<file path="src/rtl/pulpemu_stdout_buffer.sv">
// ---------------------------------------------------------------------------
// pulpemu_stdout_buffer
//
// Collects the byte stream that PULP software writes to its emulated stdout.
// When the buffer must be drained (it becomes full, a newline is written, or
// a flush is requested) stdout_wait_o is raised towards the GPIO bridge and
// the producer stalls. The Zynq host reads count_o and the buffered bytes,
// then completes a four-phase handshake on stdout_flushed_i
// (raise -> buffer cleared, lower -> producer released).
//
// Handshake semantics on the producer side: a byte transfers on every rising
// clock edge where wr_valid_i and wr_ready_o are both 1. wr_ready_o depends
// only on the state register, so the producer may hold wr_valid_i/wr_data_i
// stable across stalled cycles without any combinational loop.
//
// Ports:
//   clk               clock, rising edge
//   rst_n             asynchronous active-low reset
//   wr_valid_i        producer byte valid
//   wr_data_i[7:0]    producer byte
//   wr_ready_o        buffer accepts a byte this cycle (FILL state)
//   flush_req_i       single-cycle request to drain a partial buffer
//   stdout_wait_o     buffer holds data for the host (WAIT state)
//   stdout_flushed_i  host acknowledge, already registered in clk domain
//   rd_addr_i         host read address
//   rd_data_o[7:0]    registered byte at rd_addr_i
//   count_o           number of valid bytes, 0..DEPTH
// ---------------------------------------------------------------------------
module pulpemu_stdout_buffer #(
    parameter int unsigned DEPTH  = 256,
    parameter int unsigned ADDR_W = $clog2(DEPTH)
) (
    input  logic              clk,
    input  logic              rst_n,
    input  logic              wr_valid_i,
    input  logic [7:0]        wr_data_i,
    output logic              wr_ready_o,
    input  logic              flush_req_i,
    output logic              stdout_wait_o,
    input  logic              stdout_flushed_i,
    input  logic [ADDR_W-1:0] rd_addr_i,
    output logic [7:0]        rd_data_o,
    output logic [ADDR_W:0]   count_o
);

    typedef enum logic [1:0] {
        ST_FILL = 2'd0,
        ST_WAIT = 2'd1,
        ST_ACK  = 2'd2
    } state_e;

    localparam logic [ADDR_W:0] FULL_COUNT = (ADDR_W + 1)'(DEPTH);
    localparam logic [7:0]      NEWLINE    = 8'h0A;

    state_e            state_q, state_d;
    logic [ADDR_W:0]   count_q, count_d;
    logic [ADDR_W:0]   count_inc;
    logic              wr_acc;
    logic              trigger;
    logic [7:0]        mem [DEPTH];
    logic [7:0]        rd_data_q;

    // Outputs decoded from the state register only: glitch-free and free of
    // any combinational path from the inputs.
    assign wr_ready_o    = (state_q == ST_FILL);
    assign stdout_wait_o = (state_q == ST_WAIT);
    assign count_o       = count_q;
    assign rd_data_o     = rd_data_q;

    assign wr_acc    = wr_valid_i & wr_ready_o;
    assign count_inc = count_q + {{ADDR_W{1'b0}}, 1'b1};

    // -----------------------------------------------------------------------
    // Next-state logic
    // -----------------------------------------------------------------------
    always_comb begin
        state_d = state_q;
        count_d = count_q;
        trigger = 1'b0;
        case (state_q)
            ST_FILL: begin
                if (wr_acc) begin
                    count_d = count_inc;
                end
                // Flush looks at the post-write count, so a flush together
                // with the first byte into an empty buffer still drains it.
                trigger = (wr_acc && ((count_inc == FULL_COUNT) || (wr_data_i == NEWLINE)))
                       || (flush_req_i && (count_d != '0));
                if (trigger) begin
                    state_d = ST_WAIT;
                end
            end
            ST_WAIT: begin
                if (stdout_flushed_i) begin
                    state_d = ST_ACK;
                    count_d = '0;
                end
            end
            ST_ACK: begin
                if (!stdout_flushed_i) begin
                    state_d = ST_FILL;
                end
            end
            default: begin
                state_d = ST_FILL;
                count_d = '0;
            end
        endcase
    end

    // -----------------------------------------------------------------------
    // State and count registers
    // -----------------------------------------------------------------------
    always_ff @(posedge clk or negedge rst_n) begin
        if (!rst_n) begin
            state_q <= ST_FILL;
            count_q <= '0;
        end else begin
            state_q <= state_d;
            count_q <= count_d;
        end
    end

    // -----------------------------------------------------------------------
    // Storage: one write port at index count, one synchronous read port.
    // count never exceeds DEPTH-1 while a write is accepted, so the low bits
    // are a valid index. Contents are deliberately not reset.
    // -----------------------------------------------------------------------
    always_ff @(posedge clk) begin
        if (wr_acc) begin
            mem[count_q[ADDR_W-1:0]] <= wr_data_i;
        end
    end

    // Non-blocking read of the array gives old data on a same-address
    // read/write collision.
    always_ff @(posedge clk or negedge rst_n) begin
        if (!rst_n) begin
            rd_data_q <= 8'h00;
        end else begin
            rd_data_q <= mem[rd_addr_i];
        end
    end

endmodule

</file>
<file path="config.mk">
export PLATFORM = sky130hd
export DESIGN_NAME = pulpemu_stdout_buffer
export DESIGN_NICKNAME = d
export VERILOG_FILES = /design/src/rtl/pulpemu_stdout_buffer.sv
export SDC_FILE = /design/constraint.sdc
export NUM_CORES = 2
export LEC_CHECK = 0
export BUFFER_PORTS_ARGS = -buffer_cell sky130_fd_sc_hd__buf_2
export CAP_MARGIN = 5
export CORE_MARGIN = 2
export CORE_UTILIZATION = 45
export DETAILED_ROUTE_END_ITERATION = 7
export SYNTH_ARGS = -nofsm -noshare
export SYNTH_HDL_FRONTEND = slang
export SYNTH_SLANG_ARGS = --single-unit
</file>
<file path="constraint.sdc">
create_clock -name clk -period 6 [get_ports clk]
set_clock_uncertainty 0.15 [all_clocks]
set_input_delay 0.6 -clock clk [delete_from_list [all_inputs] [get_ports clk]]
set_output_delay 0.6 -clock clk [all_outputs]
set_load 0.03 [all_outputs]
</file>
==> reports/results.ini <==
[status]
status = finished clean

[sta]
tns_ns = 0
finalCriticalPeriod_ns = 3.96
finalHoldViolations = 0
finalSetupViolCount = 0
relSlewSlack_pct = 12.8
fin_crit_sh_pct = 66.0
fmax_mhz = 253
rsz0062_at_grt = no
drv_slew = 0
tightestPinTransition_ns = 1.30

[worst_setup_path]
cp_max_fo = 24
critical_path_arrival_ns = 4.24
critical_path_class = flip-flop to flip-flop
rrSetupSlack_ns = 2.04
required_ns = 6.28
crit_start = state_q[0]
regToRegEndpoint = mem[175][2]
crit_end = mem[175][2]
start_kind = flip-flop
critPathCaptureType = flip-flop
r2r-start = state_q[0]
r2r_cells = 4

[power]
p_per_area_nw_per_um2 = 336
leakagePower_nw = 27.7
peakVddDrop_mv = 0.258

[grt]
grt.total_usage_pct = 22.9
antenna_found_initial = 8
first_global_vias = 39800
grt_max_degree = 201
grt_remaining_overflow = 0
grt_pass1_wl_mm = 298

[floorplanning]
io_pins = 40
core_area_um2 = 178000
rows = 155
die_x_um = 427
die_h_um = 427
dieArea_um2 = 183000
initial_core_util_pct = 45.3

[route]
vias = 40200
ant_nets = 0
avgViaCountPerCell = 6.14
wirelength_mm = 209
wl_per_cell_um = 31.9
drtIter0Drc = 5157
drc = 0
first_pass_iters = 7

[synth]
async_flop_share_pct = 0.919
synth_nets = 3942
synth_edf_count = 2048
synth.distinct_cells = 76
synth_seq_cells = 2067
ys.flop_type = edfxtp_1
netlist_instances = 3917
syn_area_per_cell_um2 = 20.6
synth_area_um2 = 80700
ys_seq_area_share_pct = 76.8
yosysWarnings = 0

[clock_network]
cts_tree = built
htree_num_levels = 4
clk_path_buf_depth = 3
cts_root_buf = clkbuf_16
insertion_delay_ns = 0.85
numCtsBuffers = 201
clkTransAtPathRegs_ns = 0.07
cts_setup_buffers = 0
clock-sinks = 2067

[run]
maxCapViolCount = 0

[layout]
nFillCells = 14000
fin_nets = 4041
drive_gt1_share_pct = 21.1
syn_to_final_growth_pct = 11.5
utilization_pct = 50.5

[place]
dp_hpwl_mm = 126
portBuffers = 39
gp_congestion = 0.857

[hold_path]
hold_path_class = input port to flip-flop

[synthesized netlist by cell type (5+ instances only)]
cell type  instances  area (um^2)
o22ai_1           52          325
a211oi_1          21          158
edfxtp_1        2048        61500
a21oi_1           91          455
o32ai_1            6         52.6
or3_1              5         31.3
or2_2             10         62.6
a2111oi_0          7         61.3
nand2_1           61          229
mux2i_1          154         1540
a221oi_1           6         52.6
mux4_2           428         9640
o21ai_1            5         25.0
inv_1              7         26.3
buf_8              7          105
o211ai_1          13         97.6
a31oi_1            8         50.1
a22oi_1          126          946
nand2b_1          15         93.8
and3_1             6         37.5
nor2b_1           35          219
o21ai_0           35          175
buf_12            13          260
nand3_1           38          190
clkbuf_1         110          413
dfrtp_1           19          475
buf_1              9         33.8
buf_2             58          290
nor4_1            24          150
o221ai_1          35          307
buf_4             15          113
nor2_1           291         1090
buf_6             33          372
a22o_1            18          158
nor3_1            28          140
[worst min-delay path by stage]
| stage | start | to | slack (ns) | cells after the start |
|---|---|---|---|---|
| 2_1_floorplan | rst_n | count_o[0] | 0.15 | 0 |
| 3_3_place_gp | count_o[8] | count_o[8] | 0.54 | 2 |
| 3_5_place_dp | rst_n | state_q[1] | 0.55 | 1 |
| 4_1_cts | wr_data_i[7] | mem[247][7] | 0.07 | 1 |
| 5_1_grt | wr_data_i[7] | mem[222][7] | 0.06 | 1 |
| 6_report | wr_data_i[7] | mem[220][7] | 0.08 | 1 |
[kinds of logic after synthesis]
kind of cell	after synthesis	synth area share [%]
AOI/OAI and AO/OA	454	3.94
adders and majority gates	4	0.0620
muxes	589	14.0
and+or+nand+nor	544	3.11
buffers and inverters	254	2.01
xor gates and xnor gates	5	0.0543
DFF	2067	76.8
[metal layers]
layer	global-route usage [%]	up-vias	wire (um)
met5	0	-	40
met4	6.14	6	5410
met3	4.00	300	15800
met2	36.6	1728	101000
met1	32.8	21600	86900
li1	-	16600	-
[final cells by class]
class	count	area (um^2)	share of cell area, %
Sequential cell	2067	62000	68.9
Multi-Input combinational cell	1596	17200	19.1
Clock buffer	252	5250	5.84
Tap cell	2355	2950	3.27
Timing Repair Buffer	143	1370	1.52
Clock inverter	123	1240	1.38
Inverter	7	26.3	0.0292
Antenna cell	7	17.5	0.0195
[where the power goes]
group          switching, mW  leakage (nW)  internal, mW
registers              0.103          18.6          15.9
logic                   1.22          5.90         0.557
clock network           5.56          3.15          6.88
[critical path, stage by stage, from the launching register on]
cell and delay, ns:
dfrtp_1 0.64, nor3b_2 0.86, buf_4 0.29, nand3_1 0.52, nor2_1 1.06
[flip-flops by register name, summed over array words and instances (netlist names)]
name,flops
state_q,2
rd_data_o,8
mem,2048
count_o,9
[timing repair]
action,CTS,global route
hold endpoints to repair,31,0
resized for setup,0,0
hold buffers,5,0
[per-stage QoR]
step	cell area, um^2	hold slack [ns]	cells	setup WS [ns]	total power, mW
finish	90000	0.0753	6550	2.04	30.2
CTS	90000	0.0688	6543	2.05	30.4
floorplan	80700	0.154	3917	3.29	17.3
global route	90000	0.0573	6544	1.77	31.0
detailed placement	83400	0.553	6163	1.70	18.1
global placement	83400	0.541	6159	1.23	18.1
[layout by cell type, fill, tap and decap left out, types with 13 or more instances in the layout]
master	Yosys	final
a22oi_1	126	126
nor3_1	28	28
clkinv_2	0	34
buf_12	13	22
o211ai_1	13	13
buf_2	58	27
clkbuf_16	0	201
mux4_2	428	428
nor4_1	24	23
a211oi_1	21	21
buf_4	15	79
o21ai_0	35	35
clkinv_1	0	47
nand3_1	38	38
o22ai_1	52	52
o221ai_1	35	35
nor2b_1	35	31
a22o_1	18	18
nor2_1	291	289
dfrtp_1	19	19
nand2_1	61	61
clkbuf_1	110	48
mux2i_1	154	154
nand2b_1	15	14
bufinv_16	0	14
a21oi_1	91	91
edfxtp_1	2048	2048
Power figures use the tool's default switching activity.
